<file path="config.mk">
export PLATFORM = sky130hd
export DESIGN_NAME = mpu_exec_seq
export DESIGN_NICKNAME = d
export VERILOG_FILES = /design/src/rtl/mpu_exec_seq.sv
export SDC_FILE = /design/constraint.sdc
export NUM_CORES = 1
export LEC_CHECK = 0
export CAP_MARGIN = 20
export CELL_PAD_IN_SITES_DETAIL_PLACEMENT = 1
export CELL_PAD_IN_SITES_GLOBAL_PLACEMENT = 1
export CORE_AREA = 2 2 335 337
export CTS_CLUSTER_DIAMETER = 60
export DETAILED_ROUTE_END_ITERATION = 6
export DIE_AREA = 0 0 337 339
export PLACE_DENSITY_LB_ADDON = 0.25
export SLEW_MARGIN = 0
export SYNTH_ARGS = -nofsm -noshare
export SYNTH_HDL_FRONTEND = slang
export SYNTH_SLANG_ARGS = --single-unit
export TNS_END_PERCENT = 50
</file>
<file path="constraint.sdc">
create_clock -name sys_clk -period 4.2 [get_ports sys_clk]
set_input_delay 0.63 -clock sys_clk [delete_from_list [all_inputs] [get_ports sys_clk]]
set_output_delay 0.63 -clock sys_clk [all_outputs]
set_load 0.01 [all_outputs]
</file>
<file path="src/rtl/mpu_exec_seq.sv">
// rtl/mpu_exec_seq.sv - sequential MPU execution stage
//   sys_clk, sys_rst_n          : clock, synchronous active-low reset
//   op_valid/op_ready, op_*     : decoded instruction handshake and fields, isize
//   alu_res, lo_*               : external ALU result on the latched operands / opcode / size
//   ip_stb/ip_incr/ip_load/ip_data : retire pulse, instruction size, jump taken and target
//   we/w_idx/w_data/w_r_sel/w_size : register file write port
//   hm_start/hm_addr/hm_ack/hm_data: host memory read request and response
//   user_irq/user_data/user_ack : user interrupt level, payload and acknowledge
//   hm_err/err_clr              : sticky host-read timeout flag and its clear
module mpu_exec_seq #(
  parameter int DW         = 64,
  parameter int IPW        = 16,
  parameter int HM_TIMEOUT = 255
) (
  input  logic           sys_clk,
  input  logic           sys_rst_n,
  input  logic           op_valid,
  output logic           op_ready,
  input  logic [IPW-1:0] isize,
  input  logic [3:0]     op_op,
  input  logic [1:0]     op_size,
  input  logic [DW-1:0]  op_o0,
  input  logic [DW-1:0]  op_o1,
  input  logic [DW-1:0]  op_o2,
  input  logic [DW-1:0]  op_o3,
  input  logic [4:0]     op_idx0,
  input  logic [2:0]     op_s0,
  input  logic [DW-1:0]  alu_res,
  output logic [DW-1:0]  lo_o0,
  output logic [DW-1:0]  lo_o1,
  output logic [DW-1:0]  lo_o2,
  output logic [3:0]     lo_op,
  output logic [1:0]     lo_size,
  output logic           ip_stb,
  output logic [IPW-1:0] ip_incr,
  output logic           ip_load,
  output logic [IPW-1:0] ip_data,
  output logic           we,
  output logic [4:0]     w_idx,
  output logic [DW-1:0]  w_data,
  output logic [2:0]     w_r_sel,
  output logic [1:0]     w_size,
  output logic           hm_start,
  output logic [DW-1:0]  hm_addr,
  input  logic           hm_ack,
  input  logic [DW-1:0]  hm_data,
  output logic           user_irq,
  output logic [DW-1:0]  user_data,
  input  logic           user_ack,
  output logic           hm_err,
  input  logic           err_clr
);

  localparam logic [3:0] OP_ADD   = 4'd0;
  localparam logic [3:0] OP_HAMM  = 4'd1;
  localparam logic [3:0] OP_LOAD  = 4'd2;
  localparam logic [3:0] OP_JMP   = 4'd3;
  localparam logic [3:0] OP_MASK  = 4'd4;
  localparam logic [3:0] OP_CMP   = 4'd5;
  localparam logic [3:0] OP_LT    = 4'd6;
  localparam logic [3:0] OP_MLOAD = 4'd7;
  localparam logic [3:0] OP_INT   = 4'd8;

  // Counter holds elapsed HM_WAIT cycles minus one; it never reaches HM_TIMEOUT.
  localparam int CW = $clog2(HM_TIMEOUT + 1);

  typedef enum logic [1:0] {S_IDLE, S_EXEC, S_HM_WAIT, S_IRQ_WAIT} state_t;

  state_t         state_q, state_d;
  logic           op_ready_q, op_ready_d;
  logic [DW-1:0]  lo_o0_q, lo_o0_d, lo_o1_q, lo_o1_d, lo_o2_q, lo_o2_d, lo_o3_q, lo_o3_d;
  logic [3:0]     lo_op_q, lo_op_d;
  logic [1:0]     lo_size_q, lo_size_d;
  logic [4:0]     lo_idx_q, lo_idx_d;
  logic [2:0]     lo_sel_q, lo_sel_d;
  logic [IPW-1:0] lo_isize_q, lo_isize_d;
  logic [CW-1:0]  cnt_q, cnt_d;
  logic           ip_stb_q, ip_stb_d, ip_load_q, ip_load_d;
  logic [IPW-1:0] ip_incr_q, ip_incr_d, ip_data_q, ip_data_d;
  logic           we_q, we_d;
  logic [4:0]     w_idx_q, w_idx_d;
  logic [DW-1:0]  w_data_q, w_data_d;
  logic [2:0]     w_r_sel_q, w_r_sel_d;
  logic [1:0]     w_size_q, w_size_d;
  logic           hm_start_q, hm_start_d;
  logic [DW-1:0]  hm_addr_q, hm_addr_d;
  logic           user_irq_q, user_irq_d;
  logic [DW-1:0]  user_data_q, user_data_d;
  logic           hm_err_q, hm_err_d;

  // Per-cycle decisions, folded into the registered outputs after the state case.
  logic           retire, wr, jmp, hm_set;
  logic [DW-1:0]  wr_data;
  logic [IPW-1:0] jmp_tgt;
  logic [CW:0]    cnt_inc;

  always_comb begin
    state_d     = state_q;
    lo_o0_d     = lo_o0_q;
    lo_o1_d     = lo_o1_q;
    lo_o2_d     = lo_o2_q;
    lo_o3_d     = lo_o3_q;
    lo_op_d     = lo_op_q;
    lo_size_d   = lo_size_q;
    lo_idx_d    = lo_idx_q;
    lo_sel_d    = lo_sel_q;
    lo_isize_d  = lo_isize_q;
    cnt_d       = cnt_q;
    hm_start_d  = 1'b0;
    hm_addr_d   = hm_addr_q;
    user_irq_d  = user_irq_q;
    user_data_d = user_data_q;
    retire      = 1'b0;
    wr          = 1'b0;
    wr_data     = '0;
    jmp         = 1'b0;
    jmp_tgt     = '0;
    hm_set      = 1'b0;
    cnt_inc     = {1'b0, cnt_q} + 1'b1;

    case (state_q)
      S_IDLE: begin
        if (op_valid && op_ready_q) begin
          lo_o0_d    = op_o0;
          lo_o1_d    = op_o1;
          lo_o2_d    = op_o2;
          lo_o3_d    = op_o3;
          lo_op_d    = op_op;
          lo_size_d  = op_size;
          lo_idx_d   = op_idx0;
          lo_sel_d   = op_s0;
          lo_isize_d = isize;
          state_d    = S_EXEC;
        end
      end
      S_EXEC: begin
        state_d = S_IDLE;
        case (lo_op_q)
          OP_ADD, OP_HAMM: begin
            retire  = 1'b1;
            wr      = 1'b1;
            wr_data = alu_res;
          end
          OP_LOAD: begin
            retire  = 1'b1;
            wr      = 1'b1;
            wr_data = lo_o1_q;
          end
          OP_JMP: begin
            retire  = 1'b1;
            jmp     = 1'b1;
            jmp_tgt = lo_o0_q[IPW-1:0];
          end
          OP_MASK, OP_CMP: begin
            // ALU bit 0 set means the condition held, i.e. fall through.
            retire  = 1'b1;
            jmp     = ~alu_res[0];
            jmp_tgt = lo_o3_q[IPW-1:0];
          end
          OP_LT: begin
            retire  = 1'b1;
            jmp     = ~alu_res[0];
            jmp_tgt = lo_o2_q[IPW-1:0];
          end
          OP_MLOAD: begin
            hm_start_d = 1'b1;
            hm_addr_d  = lo_o1_q;
            cnt_d      = '0;
            state_d    = S_HM_WAIT;
          end
          OP_INT: begin
            user_irq_d  = 1'b1;
            user_data_d = lo_o0_q;
            state_d     = S_IRQ_WAIT;
          end
          default: retire = 1'b1;
        endcase
      end
      S_HM_WAIT: begin
        // Ack is checked first so an ack on the final wait cycle still writes.
        if (hm_ack) begin
          retire    = 1'b1;
          wr        = 1'b1;
          wr_data   = hm_data;
          hm_addr_d = '0;
          state_d   = S_IDLE;
        end else if (cnt_inc == (CW+1)'(HM_TIMEOUT)) begin
          retire    = 1'b1;
          hm_set    = 1'b1;
          hm_addr_d = '0;
          state_d   = S_IDLE;
        end else begin
          cnt_d = cnt_inc[CW-1:0];
        end
      end
      S_IRQ_WAIT: begin
        if (user_ack) begin
          retire      = 1'b1;
          user_irq_d  = 1'b0;
          user_data_d = '0;
          state_d     = S_IDLE;
        end
      end
      default: state_d = S_IDLE;
    endcase

    op_ready_d = (state_d == S_IDLE);
    ip_stb_d   = retire;
    ip_incr_d  = retire ? lo_isize_q : '0;
    ip_load_d  = retire & jmp;
    ip_data_d  = (retire && jmp) ? jmp_tgt : '0;
    we_d       = wr;
    w_data_d   = wr ? wr_data : '0;
    w_idx_d    = wr ? lo_idx_q : '0;
    w_r_sel_d  = wr ? lo_sel_q : '0;
    w_size_d   = wr ? lo_size_q : '0;
    // Timeout set takes priority over a same-cycle clear.
    hm_err_d   = hm_set ? 1'b1 : (err_clr ? 1'b0 : hm_err_q);
  end

  always_ff @(posedge sys_clk) begin
    if (!sys_rst_n) begin
      state_q     <= S_IDLE;
      op_ready_q  <= 1'b0;
      lo_o0_q     <= '0;
      lo_o1_q     <= '0;
      lo_o2_q     <= '0;
      lo_o3_q     <= '0;
      lo_op_q     <= '0;
      lo_size_q   <= '0;
      lo_idx_q    <= '0;
      lo_sel_q    <= '0;
      lo_isize_q  <= '0;
      cnt_q       <= '0;
      ip_stb_q    <= 1'b0;
      ip_incr_q   <= '0;
      ip_load_q   <= 1'b0;
      ip_data_q   <= '0;
      we_q        <= 1'b0;
      w_idx_q     <= '0;
      w_data_q    <= '0;
      w_r_sel_q   <= '0;
      w_size_q    <= '0;
      hm_start_q  <= 1'b0;
      hm_addr_q   <= '0;
      user_irq_q  <= 1'b0;
      user_data_q <= '0;
      hm_err_q    <= 1'b0;
    end else begin
      state_q     <= state_d;
      op_ready_q  <= op_ready_d;
      lo_o0_q     <= lo_o0_d;
      lo_o1_q     <= lo_o1_d;
      lo_o2_q     <= lo_o2_d;
      lo_o3_q     <= lo_o3_d;
      lo_op_q     <= lo_op_d;
      lo_size_q   <= lo_size_d;
      lo_idx_q    <= lo_idx_d;
      lo_sel_q    <= lo_sel_d;
      lo_isize_q  <= lo_isize_d;
      cnt_q       <= cnt_d;
      ip_stb_q    <= ip_stb_d;
      ip_incr_q   <= ip_incr_d;
      ip_load_q   <= ip_load_d;
      ip_data_q   <= ip_data_d;
      we_q        <= we_d;
      w_idx_q     <= w_idx_d;
      w_data_q    <= w_data_d;
      w_r_sel_q   <= w_r_sel_d;
      w_size_q    <= w_size_d;
      hm_start_q  <= hm_start_d;
      hm_addr_q   <= hm_addr_d;
      user_irq_q  <= user_irq_d;
      user_data_q <= user_data_d;
      hm_err_q    <= hm_err_d;
    end
  end

  assign op_ready  = op_ready_q;
  assign lo_o0     = lo_o0_q;
  assign lo_o1     = lo_o1_q;
  assign lo_o2     = lo_o2_q;
  assign lo_op     = lo_op_q;
  assign lo_size   = lo_size_q;
  assign ip_stb    = ip_stb_q;
  assign ip_incr   = ip_incr_q;
  assign ip_load   = ip_load_q;
  assign ip_data   = ip_data_q;
  assign we        = we_q;
  assign w_idx     = w_idx_q;
  assign w_data    = w_data_q;
  assign w_r_sel   = w_r_sel_q;
  assign w_size    = w_size_q;
  assign hm_start  = hm_start_q;
  assign hm_addr   = hm_addr_q;
  assign user_irq  = user_irq_q;
  assign user_data = user_data_q;
  assign hm_err    = hm_err_q;

endmodule

</file>
; ---- Yosys cells after proc, flatten, opt, wreduce, memory -nomap -nowiden
; Index checks and enable logic that the tools add are counted.
; Widths: inputs -> output; s select.
[op_classes]
n_bitwise = 2
eq_ne = 18
n_reduce_logical = 21
n_addsub = 1
mux = 39
[op_table]
columns = operator, n
row1 = $pmux 64 s2, 4
row2 = $mux 64, 6
row3 = $pmux 16 s3, 1
row4 = $mux 8, 3
row5 = $eq 4x3->1 const B, 4
row6 = $pmux 8 s2, 1
row7 = $mux 1, 14
row8 = $add 8x1->9 const B, 1
row9 = $eq 9x8->1 const B, 1
row10 = $reduce_and 3->1, 3
row11 = $eq 4x2->1 const B, 2
row12 = $mux 2, 4
row13 = $pmux 2 s4, 1
row14 = $reduce_and 2->1, 4
row15 = $ne 2x2->1 const B, 3
row16 = $pmux 1 s2, 3
row17 = $reduce_bool 2->1, 3
row18 = $reduce_or 2->1, 3
row19 = $reduce_or 3->1, 2
row20 = $eq 2x2->1 const B, 2
row21 = $eq 4x1->1 const B, 1
row22 = $eq 4x4->1 const B, 1
row23 = $logic_not 2->1, 2
row24 = $logic_not 4->1, 1
row25 = other kinds (9), 11
[word_totals]
elab_cells = 107
register_bits = 489

; ---- Depth between registers and ports, before layout
; Gate-level depths: netlist (run 1).
[logic_depth]
word_depth = 7
ltp_mapped = 9
ltp_nobuf = 7

; ---- Worst setup path after synthesis (run 1)
; Ideal clock, no wire load.
[synth_path]
kind = register -> register
startpoint = reg state_q[0]
endpoint = reg w_data_q[10] (netlist: w_data[10])
setup_ns = 0.117
period_less_slack_ns = 1.892
path_slack_ns = 2.308
arrival_time_ns = 1.775
n_path_buf = 3
stages_incl_launch_ff = 10
path_cell_list = dfxtp_1 inv_1 ha_1 clkbuf_1 and2_1 a31o_2 nand3_1 clkbuf_1 buf_2 nor2_1
[synth_via]
elab_chain_len = 3
word_cells_on_any_way = 5
classes_between = 2 x eq/ne / 2 x mux / 1 x reduce/logical
[synth_lines]
columns = item, line
row1 = from (decl), 69  ; state_t state_q, state_d;
row2 = from (signal assigned), 250  ; state_q <= state_d;
row3 = $eq 2x2->1 or $eq 2x1->1 (tied branches), 121  ; case (state_q)
row4 = $pmux 1 s2, 121
row5 = $reduce_and 2->1 (no line), -
row6 = to (signal assigned), 268  ; w_data_q <= w_data_d;
row7 = to (decl), 82  ; logic [DW-1:0] w_data_q, w_data_d;
; Parallel ways exist; a longest one is shown, timed or not.
; A chain may end at the register's enable or synchronous reset.

; ---- Final worst setup path (run 1)
[layout_path]
startpoint = reg lo_op_q[2] (netlist: lo_op[2])
endpoint = out lo_op[2]
[layout_rtl]
columns = item, line
row1 = from (decl), 72  ; logic [3:0] lo_op_q, lo_op_d;
row2 = from (signal assigned), 256  ; lo_op_q <= lo_op_d;
row3 = to (decl), 32  ; output logic [3:0] lo_op,
; No word-level cell between the ends.

==> flow_summary.yaml, run 1 <==
die:
  initial_core_util: 0.161
  num_io_pins: 859
  core-area_um2: 110000
  die_area_um2: 114000
  rows: 122
  die_h_um: 339
  die_x_um: 337
setup_path:
  cp_num_buf_inv: 1
  crit_chain: "clkdlybuf4s50_1"
  critPathMaxStageDelay_ns: 0.73
  slowest_stage: "clkdlybuf4s50_1"
  cp_max_fo: 13
  crit_family: "buffers and inverters"
  crit_required_ns: 3.57
  startpoint_type: "flip-flop"
  path_class: "flip-flop to primary output"
  arrival_ns: 2.04
  endpoint_kind: "primary output"
logic_synthesis:
  avgSynthCellArea_um2: 8.57
  synth_top_cells_by_count: "nand2_1, dfxtp_1, a21oi_1, nor2_1, clkbuf_1"
  yosysTopAreaCell: "dfxtp_1"
  synth-seq-cells: 489
  seq_area_frac_synth: 0.551
  synth_enable_flop_cells: 0
  yosys.cell_count.top_type: "nand2_1"
  synthTopCellsByArea: "dfxtp_1, nand2_1, a21oi_1, a22oi_1, nand4b_1"
  syn_inst: 2072
  yosysWarnings: 0
  syn_nets: 2499
  syn_area_um2: 17800
  synth_top_area_frac: 0.551
  ys.flop_type: "dfxtp_1"
  async_reset_ff_frac: 0
  yosysUniqueCellTypes: 46
hold_path:
  min_path_type: "flip-flop to flip-flop"
cts:
  clock_sinks: 489
  cts.reportedPaths.clkPinSlew_ns: 0.05
  cts_buffer_depth: 3
  hold_buffers: 0
  post_cts_buffers: 0
  clock-root-buffer: "clkbuf_16"
  h-tree-depth: 3
  cts_made_buffers: 75
  clk_latency_ns: 0.62
  cts_tree: "built"
  ctsResizeCount: 0
final_layout:
  post-route-util: 0.272
  fin_nets: 3236
  syn2layout_area_growth_pct: 68.9
  nFillCells: 12900
  finalNonFillerCells: 4354
  drive_gt1_frac: 0.0625
timing:
  finalHoldViolations: 0
  setup_viol: 0
  tns_ns: 0
  max-slew-margin-rel: 0.306
  post-route-period-util: 0.636
  clock_skew_ns: 0.0279
  finalMaxSlewViolations: 0
  grt_setup_unrepaired: "no"
  min_period_ns: 2.67
  holdWs_ns: 0.437
  tightest_slew_ns: 1.04
  max_freq_mhz: 374
placed_design:
  hpwl_mm: 63.1
  gp_congestion: 0.737
  dp.cells: 4220
  portBuffers: 810
pwr:
  power.share.clock: 0.501
  p_leak_nw: 10.1
  p_total_mw: 12.7
  powerDensity_nw_per_um2: 422
  p_comb_frac: 0.111
  internal_power_mw: 9.40
  swShare: 0.258
  ir_worst_vdd_mv: 0.235
  power_switching_mw: 3.26
  seqPwrFrac: 0.389
global_routing:
  grt_max_degree: 143
  grt_pass1_wl_mm: 128
  grt.total_usage: 0.150
  grt_pass1_vias: 18600
  grt_overflow: 0
  antenna_found_initial: 15
route:
  initialDrtViolationCount: 841
  first_pass_iters: 7
  via_count: 18100
  wl_per_cell_um: 20.6
  route.antenna.remaining_nets: 0
  wirelength_mm: 89.7
  drc: 6
  via_per_inst: 4.16
run_status:
  outcome: "complete, but fails checks"
  violations: "DRC"
job:
  drv_cap: 0
==> worst paths after layout <==
path         slack, ns  depth (start not counted)                        from               endpoint
min reg2reg       0.44                          1  lo_isize_q[9]$_SDFFE_PN0P_  ip_incr[9]$_SDFF_PN0_
min               0.44                          1  lo_isize_q[9]$_SDFFE_PN0P_  ip_incr[9]$_SDFF_PN0_
max reg2reg       1.63                          7       state_q[0]$_SDFF_PN0_    w_idx[4]$_SDFF_PN0_
max               1.53                          1       lo_op[2]$_SDFFE_PN0P_               lo_op[2]
==> per-layer routing <==
| metal | share of wire | track usage |
|---|---|---|
| met5 | 0.0012 | 0 |
| met1 | 0.39 | 0.165 |
| met4 | 0.023 | 0.0459 |
| met3 | 0.11 | 0.0684 |
| met2 | 0.48 | 0.257 |
==> power by group through the flow <==
stage / Sequential (mW) / Combinational (mW) / Clock (mW)
after floorplan: 5.02 / 0.512 / 0
after global placement: 5.02 / 1.43 / 0
after detailed placement: 5.02 / 1.43 / 0
after CTS: 4.92 / 1.44 / 6.57
after global routing: 4.94 / 1.52 / 6.76
final: 4.92 / 1.40 / 6.34
==> through the flow <==
stage | setup WS (ns) | area [um2]
finish | 1.53 | 30000
floorplan | 2.31 | 17800
global route | 1.40 | 30000
detailed placement | 1.12 | 27500
CTS | 1.45 | 30000
global placement | 1.13 | 27500
==> sequential cells by signal (all words and copies together), names as in the netlist, 2 cells and up <==
name        count
ip_incr        16
lo_o2          64
lo_o0          64
lo_o3_q        16
lo_isize_q     16
lo_size         2
w_data         64
w_r_sel         3
user_data      64
lo_sel_q        3
ip_data        16
lo_idx_q        5
w_idx           5
state_q         2
w_size          2
lo_op           4
hm_addr        64
cnt_q           8
lo_o1          64
==> cell families after synthesis <==
family / Yosys count / synth area share
xor+xnor: 2 / 0.000986
buf+inv: 195 / 0.0445
simple gates: 837 / 0.206
flops: 489 / 0.551
fa+ha+maj: 7 / 0.00493
compound gates: 542 / 0.192
==> cells in the final DEF, fill, tap and decap left out, types with 4 or more instances in the layout <==
master,instances
nand4b_1,65
nor2_1,150
inv_1,8
a222oi_1,16
nand2b_1,4
clkinvlp_4,4
clkbuf_8,14
ha_1,5
buf_12,10
and2_1,31
buf_4,27
clkinv_4,4
clkinv_2,8
a22o_1,64
clkbuf_16,76
o211ai_1,5
a21oi_1,245
clkbuf_1,12
bufinv_16,5
nand2_1,552
inv_6,4
dfxtp_1,489
clkdlybuf4s50_1,809
o21ai_0,69
nand3_1,9
a22oi_1,128
==> final cells by class <==
cell class / instances / area, um2 / share of cell area
clock inverter: 30 / 393 / 0.0131
clock buffer: 102 / 2140 / 0.0713
antenna: 2 / 5.00 / 0.000167
timing repair buffer: 846 / 8500 / 0.283
tap: 1488 / 1860 / 0.0620
sequential: 489 / 9790 / 0.326
multi-input combinational: 1388 / 7280 / 0.243
inverter: 9 / 41.3 / 0.00138
Power figures use the tool's default switching activity.
==> inputs of run 2 (changes only) <==
- clock period: 4.2 -> 2.3 ns (I/O delays scaled with it)
==> run 2 against run 1 <==
Cell count up 1.4%. Combinational power up 98%. The run now ends clean. Sequential power up 82%. Routed wire length up 2.5%. Flip-flop and latch count unchanged. Via count up 1.3%. Clock skew about the same. First-iteration DRC count down 15%. Highest routed layer unchanged. Die area unchanged. Largest cell class unchanged.
==> flow_summary.yaml, run 2 (synthesis results as in run 1) <==
run_status:
  outcome: "finished, final reports clean"
timing:
  max-slew-margin-rel: 0.633
  holdWs_ns: 0.0908
  post-route-period-util: 0.949
  setup_viol: 0
  tightest_slew_ns: 0.550
  finalMaxSlewViolations: 0
  tns_ns: 0
  clock_skew_ns: 0.0283
  max_freq_mhz: 458
  finalHoldViolations: 0
  grt_setup_unrepaired: "no"
  min_period_ns: 2.18
  fin_ws_ns: 0.117
final_layout:
  drive_gt1_frac: 0.0782
  final_common_cell: "clkdlybuf4s50_1"
  syn2layout_area_growth_pct: 72.7
  nFillCells: 12800
  fin_nets: 3291
  final_cell_mix: "clkdlybuf4s50_1, nand2_1, dfxtp_1"
setup_path:
  arrival_ns: 1.84
  crit_required_ns: 1.96
  critPathLaunch: "lo_op[2]$_SDFFE_PN0P_"
  crit_chain: "buf_4 > clkdlybuf4s50_1"
  cp_max_fo: 12
  startpoint_type: "flip-flop"
  cp_num_buf_inv: 2
  path_class: "flip-flop to primary output"
  endpoint_kind: "primary output"
  critPathMaxStageDelay_ns: 0.66
  reg2reg_from: "state_q[0]$_SDFF_PN0_"
  crit_family: "buffers and inverters"
  slowest_stage: "clkdlybuf4s50_1"
pwr:
  swShare: 0.260
  seqPwrFrac: 0.388
  p_leak_nw: 10.5
  power.share.clock: 0.493
  powerDensity_nw_per_um2: 754
  internal_power_mw: 17.1
  ir_worst_vdd_mv: 0.434
  power_switching_mw: 6.01
  p_comb_frac: 0.120
cts:
  clock_sinks: 489
  clock-root-buffer: "clkbuf_16"
  cts_tree: "built"
  cts_buffer_depth: 3
  post_cts_buffers: 0
  cts.reportedPaths.clkPinSlew_ns: 0.05
  cts_made_buffers: 75
  h-tree-depth: 3
  clk_latency_ns: 0.63
route:
  via_per_inst: 4.16
  via_count: 18400
  initialDrtViolationCount: 717
  wirelength_mm: 92.0
  wl_per_cell_um: 20.8
  drc: 0
  route.antenna.remaining_nets: 0
  first_pass_iters: 5
placed_design:
  hpwl_mm: 67.0
  post-place-ws_ns: 0.229
  gp_congestion: 0.750
  portBuffers: 810
die:
  initial_core_util: 0.161
  die_x_um: 337
  die_area_um2: 114000
  core-area_um2: 110000
  die_h_um: 339
  num_io_pins: 859
  rows: 122
global_routing:
  grt.total_usage: 0.155
  grt_pass1_wl_mm: 132
  grt_overflow: 0
  grt_max_degree: 78
  grt_pass1_vias: 19200
  antenna_found_initial: 17
job:
  drv_cap: 0
hold_path:
  min_from: "sys_rst_n"
  min_path_type: "input pin to flip-flop"
## run 2: path summary, 6_finish.rpt
| path | endpoint | slack [ns] | cells after the start |
|---|---|---|---|
| worst max-delay path | lo_op[2] | 0.12 | 2 |
| worst min-delay path | state_q[0]$_SDFF_PN0_ | 0.09 | 3 |
| worst max register to register | w_idx[4]$_SDFF_PN0_ | 0.26 | 7 |
| worst min register to register | lo_isize_q[13]$_SDFFE_PN0P_ | 0.45 | 2 |
## run 2: worst min-delay path, stage by stage
cell and delay, ns:
buf_4 0.18, inv_8 0.09, a21oi_1 0.04
## run 2: what timing repair did
| action | in CTS | in global routing |
|---|---|---|
| hold buffers | 0 | 0 |
| resized for setup | 1 | 0 |
| endpoints found under the setup margin | 1 | 0 |
## run 2: power by group through the flow
| stage | Clock, mW | Sequential, mW | Combinational [mW] |
|---|---|---|---|
| floorplan | 0 | 9.17 | 0.934 |
| global placement | 0 | 9.14 | 2.81 |
| detailed placement | 0 | 9.15 | 2.82 |
| CTS | 11.8 | 8.97 | 2.83 |
| global route | 12.1 | 9.00 | 3.00 |
| finish | 11.4 | 8.97 | 2.77 |
## run 2: per-stage QoR
| stage | instances | instance area (um2) | total power, mW | utilization |
|---|---|---|---|---|
| 3_3_place_gp | 4275 | 28200 | 11.9 | 0.256 |
| 2_1_floorplan | 2072 | 17800 | 10.1 | - |
| 5_1_grt | 4412 | 30700 | 24.1 | 0.278 |
| 4_1_cts | 4405 | 30700 | 23.6 | 0.278 |
| 6_report | 4413 | 30700 | 23.1 | 0.278 |
| 3_5_place_dp | 4275 | 28200 | 12.0 | 0.256 |
## run 2: per-layer routing
layer  GRT usage  share of wire
met1       0.170           0.39
met2       0.264           0.48
met3      0.0657           0.10
met4      0.0568          0.030
met5           0        0.00091
## run 2: layout make-up
| cell class | instances | area [um2] | area share |
|---|---|---|---|
| diodes | 8 | 20.0 | 0.000652 |
| inverters | 9 | 41.3 | 0.00135 |
| clock buffers | 98 | 2030 | 0.0663 |
| well taps | 1488 | 1860 | 0.0607 |
| multi-input cells | 1388 | 7280 | 0.237 |
| repair buffers | 901 | 9230 | 0.301 |
| clock inverters | 32 | 430 | 0.0140 |
| flip-flops and latches | 489 | 9790 | 0.319 |
